--- src/rtl/bdc_xfer.sv ---
// bdc_xfer: single-wire BKGD transfer engine.
// Shifts DATA_W-bit words MSB first in bit cells timed by target-clock ticks.
module bdc_xfer #(
  parameter int DATA_W     = 8,
  parameter int LEN_W      = 4,
  parameter int T_ONE_LOW  = 4,
  parameter int T_ZERO_LOW = 14,
  parameter int T_BIT      = 18,
  parameter int T_RX_LOW   = 3,
  parameter int T_SAMPLE   = 10,
  parameter int T_RX_BIT   = 16,
  parameter int ACK_TMO    = 64
) (
  input  logic              clk,
  input  logic              rst_n,
  input  logic              tgt_clk_pulse,
  input  logic              bkgd_in,
  output logic              bkgd_drive_low,
  input  logic              cmd_valid,
  output logic              cmd_ready,
  input  logic              cmd_dir,
  input  logic [LEN_W-1:0]  cmd_len,
  input  logic              cmd_ack,
  input  logic [DATA_W-1:0] tx_data,
  input  logic              tx_valid,
  output logic              tx_ready,
  output logic [DATA_W-1:0] rx_data,
  output logic              rx_valid,
  output logic              busy,
  output logic              done,
  output logic              ack_err
);

  localparam int TM1  = (T_BIT > T_RX_BIT) ? T_BIT : T_RX_BIT;
  localparam int TMAX = (TM1 > ACK_TMO) ? TM1 : ACK_TMO;
  localparam int CW   = $clog2(TMAX + 1);
  localparam int BW   = $clog2(DATA_W + 1);

  typedef enum logic [3:0] {
    IDLE, TX_LOAD, TX_LOW, TX_HIGH, RX_LOW,
    RX_WAIT, RX_REST, ACK_WAIT, ACK_LOW, DONE
  } state_t;

  state_t state, state_nx;

  logic [1:0]        sync;
  logic              lvl;
  logic              tick;
  logic [CW-1:0]     cnt;
  logic [CW-1:0]     cnt_inc;
  logic [CW-1:0]     low_len;
  logic [BW-1:0]     bits;
  logic [LEN_W-1:0]  words;
  logic [DATA_W-1:0] sh;
  logic              ack_en;
  logic              last_bit;
  logic              last_word;
  logic              accept;
  logic              take;
  logic              bit_end;
  logic              sample;
  logic              tmo;

  assign tick      = tgt_clk_pulse;
  assign lvl       = sync[1];
  assign cnt_inc   = cnt + CW'(1);
  assign low_len   = sh[DATA_W-1] ? CW'(T_ONE_LOW) : CW'(T_ZERO_LOW);
  assign last_bit  = (bits == BW'(DATA_W - 1));
  assign last_word = (words == LEN_W'(1));

  assign bkgd_drive_low = (state == TX_LOW) || (state == RX_LOW);
  assign cmd_ready      = (state == IDLE);
  assign tx_ready       = (state == TX_LOAD);
  assign busy           = (state != IDLE);
  assign done           = (state == DONE);

  // two-flop synchroniser; idle bus level is high
  always_ff @(posedge clk or negedge rst_n) begin
    if (!rst_n) sync <= 2'b11;
    else        sync <= {sync[0], bkgd_in};
  end

  // state register
  always_ff @(posedge clk or negedge rst_n) begin
    if (!rst_n) state <= IDLE;
    else        state <= state_nx;
  end

  // next-state and per-cycle control strobes
  always_comb begin
    state_nx = state;
    accept   = 1'b0;
    take     = 1'b0;
    bit_end  = 1'b0;
    sample   = 1'b0;
    tmo      = 1'b0;
    unique case (state)
      IDLE: begin
        if (cmd_valid) begin
          accept = 1'b1;
          if (cmd_len == '0)  state_nx = DONE;
          else if (cmd_dir)   state_nx = RX_LOW;
          else                state_nx = TX_LOAD;
        end
      end
      TX_LOAD: begin
        if (tx_valid) begin
          take     = 1'b1;
          state_nx = TX_LOW;
        end
      end
      TX_LOW: begin
        if (tick && cnt_inc == low_len) state_nx = TX_HIGH;
      end
      TX_HIGH: begin
        if (tick && cnt_inc == CW'(T_BIT)) begin
          bit_end = 1'b1;
          if (!last_bit)       state_nx = TX_LOW;
          else if (!last_word) state_nx = TX_LOAD;
          else if (ack_en)     state_nx = ACK_WAIT;
          else                 state_nx = DONE;
        end
      end
      RX_LOW: begin
        if (tick && cnt_inc == CW'(T_RX_LOW)) state_nx = RX_WAIT;
      end
      RX_WAIT: begin
        if (tick && cnt_inc == CW'(T_SAMPLE)) begin
          sample   = 1'b1;
          state_nx = RX_REST;
        end
      end
      RX_REST: begin
        if (tick && cnt_inc == CW'(T_RX_BIT)) begin
          bit_end = 1'b1;
          if (!last_bit || !last_word) state_nx = RX_LOW;
          else if (ack_en)             state_nx = ACK_WAIT;
          else                         state_nx = DONE;
        end
      end
      ACK_WAIT: begin
        if (!lvl) state_nx = ACK_LOW;
        else if (tick && cnt_inc == CW'(ACK_TMO)) begin
          tmo      = 1'b1;
          state_nx = DONE;
        end
      end
      ACK_LOW: begin
        if (lvl) state_nx = DONE;
      end
      DONE:    state_nx = IDLE;
      default: state_nx = IDLE;
    endcase
  end

  // tick counter, bit/word counters, shifter and status flags
  always_ff @(posedge clk or negedge rst_n) begin
    if (!rst_n) begin
      cnt      <= '0;
      bits     <= '0;
      words    <= '0;
      sh       <= '0;
      ack_en   <= 1'b0;
      rx_data  <= '0;
      rx_valid <= 1'b0;
      ack_err  <= 1'b0;
    end else begin
      rx_valid <= 1'b0;
      if (accept || take || bit_end) cnt <= '0;
      else if (tick)                 cnt <= cnt_inc;
      if (accept) begin
        words   <= cmd_len;
        ack_en  <= cmd_ack;
        bits    <= '0;
        ack_err <= 1'b0;
      end
      if (take) sh <= tx_data;
      if (bit_end) begin
        bits <= last_bit ? '0 : bits + BW'(1);
        if (state == TX_HIGH) sh <= sh << 1;
        if (last_bit) words <= words - LEN_W'(1);
      end
      if (sample) begin
        sh <= {sh[DATA_W-2:0], lvl};
        if (last_bit) begin
          rx_data  <= {sh[DATA_W-2:0], lvl};
          rx_valid <= 1'b1;
        end
      end
      if (tmo) ack_err <= 1'b1;
    end
  end

endmodule

--- config.mk ---
export PLATFORM = sky130hd
export DESIGN_NAME = bdc_xfer
export DESIGN_NICKNAME = d
export VERILOG_FILES = /design/src/rtl/bdc_xfer.sv
export SDC_FILE = /design/constraint.sdc
export NUM_CORES = 1
export LEC_CHECK = 0
export CAP_MARGIN = 20
export CORE_MARGIN = 3
export CORE_UTILIZATION = 60
export CTS_BUF_LIST = sky130_fd_sc_hd__clkbuf_8
export CTS_CLUSTER_DIAMETER = 60
export CTS_CLUSTER_SIZE = 16
export DETAILED_ROUTE_END_ITERATION = 6
export MAX_ROUTING_LAYER = met4
export PLACE_DENSITY_LB_ADDON = 0.05
export SYNTH_ARGS = -nofsm -noshare
export SYNTH_HDL_FRONTEND = slang
export SYNTH_SLANG_ARGS = --single-unit
--- constraint.sdc ---
create_clock -name clk -period 4.05 [get_ports clk]
set_input_delay 1.215 -clock clk [delete_from_list [all_inputs] [get_ports clk]]
set_output_delay 1.215 -clock clk [all_outputs]
set_load 0.02 [all_outputs]
# == Word-level counts from Yosys, hierarchy flattened ==
# Cells that the tools add are included.
# Widths: inputs -> output; s select.
# op_classes
add_sub_neg,3
eq_ne,26
muxes,46
n_reduce_logical,20
# op_table
cell,count
$mux 4,22
$pmux 4 s9,1
$mux 8,4
$eq 4x3->1 const B,5
$mux 1,15
$eq 7x5->1 const B,2
$mux 7,2
$ne 2x2->1 const B,6
$reduce_and 9->1,1
$eq 4x1->1 const B,2
$eq 4x2->1 const B,2
$eq 4x4->1 const B,2
$logic_not 4->1,2
$add 7x1->7 const B,1
$eq 7x2->1 const B,1
$eq 7x4->1,1
$eq 7x4->1 const B,1
$eq 7x7->1 const B,1
$logic_and 1x1->1,6
$reduce_bool 2->1,3
$add 4x1->4 const B,1
$logic_or 1x1->1,4
$ne 2x1->1 const B,2
$reduce_bool 4->1,1
other kinds (6),7
# word_totals
regBits,40
input_bits,20
out_inout_bits,15
word_cells,105

# == Longest topological paths before layout ==
# Gate-level depths: netlist (run 1).
# depth
depth_word,7
ltp_mapped,9
mapped_depth_nobuf,8

# == Least setup slack after synthesis (run 1) ==
# Ideal clock, no wire load.
# synth_path
kind,input to register
start,input tgt_clk_pulse
end,register words[2]
setup_time_ns,0.076
arrival_ns,2.757
required_ns,3.974
slack_ns,1.216
path_stages,6
n_path_buf,1
path_cell_list,clkbuf_1 -> and3_1 -> nand4_1 -> a211oi_4 -> mux2_2 -> o21ai_1
# synth_between
elab_chain_cells,4
elab_cells_between_ends,6
cone_classes,4 x mux; 2 x reduce/logical
# synth_rtl
element,line_no,text
start: declaration,16,"input logic tgt_clk_pulse,"
"$logic_and 1x1->1, on equally long branches","134, 116",
"$mux 1, on equally long branches","134, 116",
$pmux 1 s2 *,97,unique case (state)
$mux 4 *,178,if (bit_end) begin
end signal: assignment,172,words <= cmd_len;
end signal: assignment,181,if (last_bit) words <= words - LEN_W'(1);
end: declaration,53,logic [LEN_W-1:0] words;
# Every way passes the cells marked *; elsewhere a longest branch is shown, timed or not.
# A chain may end at the register's enable or synchronous reset.

# == Worst setup path in the final report (run 1) ==
# layout_path
start,register state[1]
end,output tx_ready
# layout_between
elab_chain_cells,1
# layout_rtl
element,line_no,text
start: declaration,44,"state_t state, state_nx;"
start signal: assignment,86,else state <= state_nx;
$eq 4x1->1,73,assign tx_ready = (state == TX_LOAD);
end: declaration,26,"output logic tx_ready,"
# Every way passes these cells.

==> results.toml, run 1 <==
[outcome]
outcome = "complete, no violations"

[cells_and_area]
diodes = 0
fillers = 304
drive_gt1_share_pct = 13.04
area_growth_pct = 17.84
stdcell_count = 349
seqCellArea_mm2 = 0.001003
final_nets = 325
multi_input_area_mm2 = 0.001439

[logic_synthesis]
yosysTopAreaCellShare_pct = 36.95
synth_compound_area_share_pct = 16.87
synth_top_cells_by_area = "dfrtp_1, mux2_2, mux2i_1"
synthMuxAreaShare_pct = 10.31
synthCells = 270
ys_ff_latch = 40
yosysWarnings = 0
syn-cell-area_mm2 = 0.002574
yosysSeqAreaShare_pct = 38.99
async_reset_ff_share_pct = 100.0
syn-num-nets = 297
synth_xor_area_share_pct = 3.403
syn_avg_cell_area_um2 = 9.532
synth_fa_ha_area_share_pct = 3.792
yosys.area.top_type = "dfrtp_1"
synth_top_family_by_area = "simple AND/OR/NAND/NOR gates"
ys_types = 63
synth_edf_count = 0
synth_simple_gate_area_share_pct = 21.54
synthFlopType = "dfrtp_1"

[cts]
cts_buffers = 5
clkTransAtPathRegs_ns = 0.09
postCtsHoldBufs = 0
cts_setup_buffers = 0
clockBufferDepth = 2
cts_tree = "built"
cts_resized = 0
cts_root_buf = "clkbuf_8"
clk_latency_ns = 0.29
cts.sinks = 40
htreeDepth = 2

[sta]
min_period_over_period_pct = 85.72
slew_headroom_pct = 41.07
fin_skew_ns = 0.01160
setup_viol = 0
grt_setup_unrepaired = "false"
period_needed_ns = 3.472
fmax_mhz = 288.1
report.final.hold_viol_count = 0
final.setup.worst_slack_ns = 0.5784
slew_viol_final = 0
tightest_slew_ns = 0.8840
setup-tns-final_ns = 0

[critical_path]
worstPathRequired_ns = 2.83
cp-end-kind = "primary output"
critPathLaunchType = "flip-flop"
criticalPathCategory = "reg -> out"
critPathMaxFanout = 16
cp.arrival_ns = 2.26

[place]
pre_cts_ws_ns = 0.6249
dp.cells = 341
io_buffers = 34
place_congestion = 0.9114
dp_hpwl_um = 3695

[grt]
antenna_found_initial = 0
grt_pass1_wl_um = 9466
grt_max_degree = 41
grt_usage_pct = 23.84
grt_pass1_vias = 1974
gr-total-overflow = 0

[detailed_routing]
routed_wl_um = 5377
drt_iter0_markers = 136
vias = 2112
ant_nets = 0
vias_per_cell = 6.052
detail_route.first_pass.iterations = 4
post-route-drc-count = 0
wire_per_inst_um = 15.41

[power]
internal-power_w = 0.001068
ir_drop_mv = 0.3736
p_switching_w = 0.0007122
power_frac_comb_pct = 44.0
power_frac_seq_pct = 36.4
pwr-share-clk_pct = 19.6
switching_share_pct = 40.02
p_leak_nw = 1.349
power.density_mw_per_mm2 = 586.8
finalPower_w = 0.001780

[job]
cap_violations = 0

[floorplan]
dieArea_mm2 = 0.005112
core_mm2 = 0.004058
rows = 23
fp.dieH_um = 71.50
ioPinCount = 35
chipWidth_um = 71.50
initial_utilization_pct = 63.43

[worst_hold_path]
min_path_type = "reg -> reg"
-- state kept, by name, indices dropped and copies added (netlist names) --
signal and count:
cnt 7, state 4, rx_valid 1, ack_err 1, words 4, sync 2, bits 4, ack_en 1
rx_data 8, sh 8
-- metal layers --
| metal | track usage [%] | vias up | share of wire [%] |
|---|---|---|---|
| met5 | - | - | 0 |
| met4 | 8.351 | 0 | 1.5 |
| met3 | 3.927 | 11 | 6.3 |
| met2 | 34.18 | 78 | 46 |
| met1 | 34.34 | 988 | 46 |
| li1 | - | 1035 | - |
-- power groups by stage --
| stage | registers (W) | logic (W) | clock network (W) |
|---|---|---|---|
| 3_3_place_gp | 0.000650 | 0.000765 | 0 |
| 6_report | 0.000647 | 0.000784 | 0.000349 |
| 2_1_floorplan | 0.000571 | 0.000670 | 0 |
| 5_1_grt | 0.000672 | 0.000876 | 0.000368 |
| 3_5_place_dp | 0.000653 | 0.000775 | 0 |
| 4_1_cts | 0.000646 | 0.000784 | 0.000355 |
-- area by class of cell --
type                            count  area share [%]
Multi-Input combinational cell    202           47.44
Clock buffer                        6           2.723
Inverter                           11           1.361
Timing Repair Buffer               38           12.05
Sequential cell                    40           33.09
Tap cell                           50           2.063
Clock inverter                      2           1.279
-- cell usage in the layout, fill, tap and decap left out, drive strengths merged, types with 2 or more instances in the layout --
cell type | netlist | final
a211oi | 5 | 5
a21boi | 2 | 2
a21o | 4 | 4
a21oi | 9 | 9
a31oi | 2 | 2
a32o | 3 | 3
and2 | 5 | 5
and3 | 3 | 3
and3b | 3 | 3
buf | 9 | 5
clkbuf | 8 | 6
clkdlybuf4s50 | 0 | 33
dfrtp | 38 | 38
dfstp | 2 | 2
ha | 7 | 7
inv | 11 | 11
mux2 | 12 | 12
mux2i | 13 | 13
nand2 | 24 | 24
nand2b | 4 | 4
nand3 | 15 | 15
nand3b | 5 | 5
nand4 | 4 | 4
nor2 | 16 | 16
nor2b | 2 | 2
nor3 | 4 | 4
nor3b | 2 | 2
nor4b | 2 | 2
nor4bb | 2 | 2
o211ai | 2 | 2
o21ai | 20 | 20
o31ai | 3 | 3
xnor2 | 5 | 5
xor2 | 5 | 5
-- synthesized netlist by cell type (2+ instances only) --
library cell / instances
a211oi_1: 4
nor4bb_1: 2
nor2_1: 16
clkbuf_1: 8
nand2_1: 24
nand4_1: 4
nand3_1: 14
ha_1: 7
buf_6: 2
o31ai_1: 2
and3_1: 2
mux2_2: 12
nand3b_1: 5
a32o_1: 3
xnor2_1: 5
nor4b_1: 2
nor3b_1: 2
a21oi_1: 9
nor2b_1: 2
mux2i_1: 13
nor3_1: 4
a21o_1: 3
and2_1: 4
xor2_1: 5
a31oi_1: 2
inv_1: 11
dfrtp_1: 38
buf_2: 6
and3b_1: 2
dfstp_2: 2
a21boi_0: 2
nand2b_1: 4
o211ai_1: 2
o21ai_0: 18
-- per-stage QoR --
step           utilization (%)  hold slack (ns)  cell area (µm²)
2_1_floorplan                -           0.3452             2574
3_3_place_gp             71.75           0.3455             2912
3_5_place_dp             71.75           0.3472             2912
4_1_cts                  74.75           0.3637             3033
5_1_grt                  74.75           0.3664             3033
6_report                 74.75           0.3622             3033
-- final timing paths --
path	endpoint	slack (ns)	cells after the start	from
max in group asynchronous	cnt[5]$_DFFE_PN0P_	2.45	1	rst_n
worst max register to register	rx_data[0]$_DFFE_PN0P_	1.22	6	cnt[0]$_DFFE_PN0P_
min in group asynchronous	state[0]$_DFFE_PN0P_	1.02	1	rst_n
worst max-delay path	tx_ready	0.58	2	state[1]$_DFFE_PN0P_
worst min-delay path	sync[1]$_DFF_PN1_	0.36	0	sync[0]$_DFF_PN1_
worst min register to register	sync[1]$_DFF_PN1_	0.36	0	sync[0]$_DFF_PN1_
-- cells by family (layout without fill, tap and decap cells) --
group / after synthesis / in the layout
AOI/OAI and AO/OA: 61 / 61
xor gates and xnor gates: 10 / 10
adders and majority gates: 8 / 8
buffers and inverters: 28 / 57
DFF: 40 / 40
muxes: 25 / 25
and+or+nand+nor: 98 / 98
-- critical path: stages (launching register included) --
cell             delay (ns)
dfrtp_1                0.55
nor4b_1                0.68
clkdlybuf4s50_1        0.73
Power figures use the tool's default switching activity.
==> run 2, diff against run 1 <==
--- a/config.mk
+++ b/config.mk
@@ -5,7 +5,6 @@
 export SDC_FILE = /design/constraint.sdc
 export NUM_CORES = 1
 export LEC_CHECK = 0
-export CAP_MARGIN = 20
 export CORE_MARGIN = 3
 export CORE_UTILIZATION = 60
 export CTS_BUF_LIST = sky130_fd_sc_hd__clkbuf_8
==> results of run 2 <==
No change in the layout: final DEF, timing and power equal those of run 1.
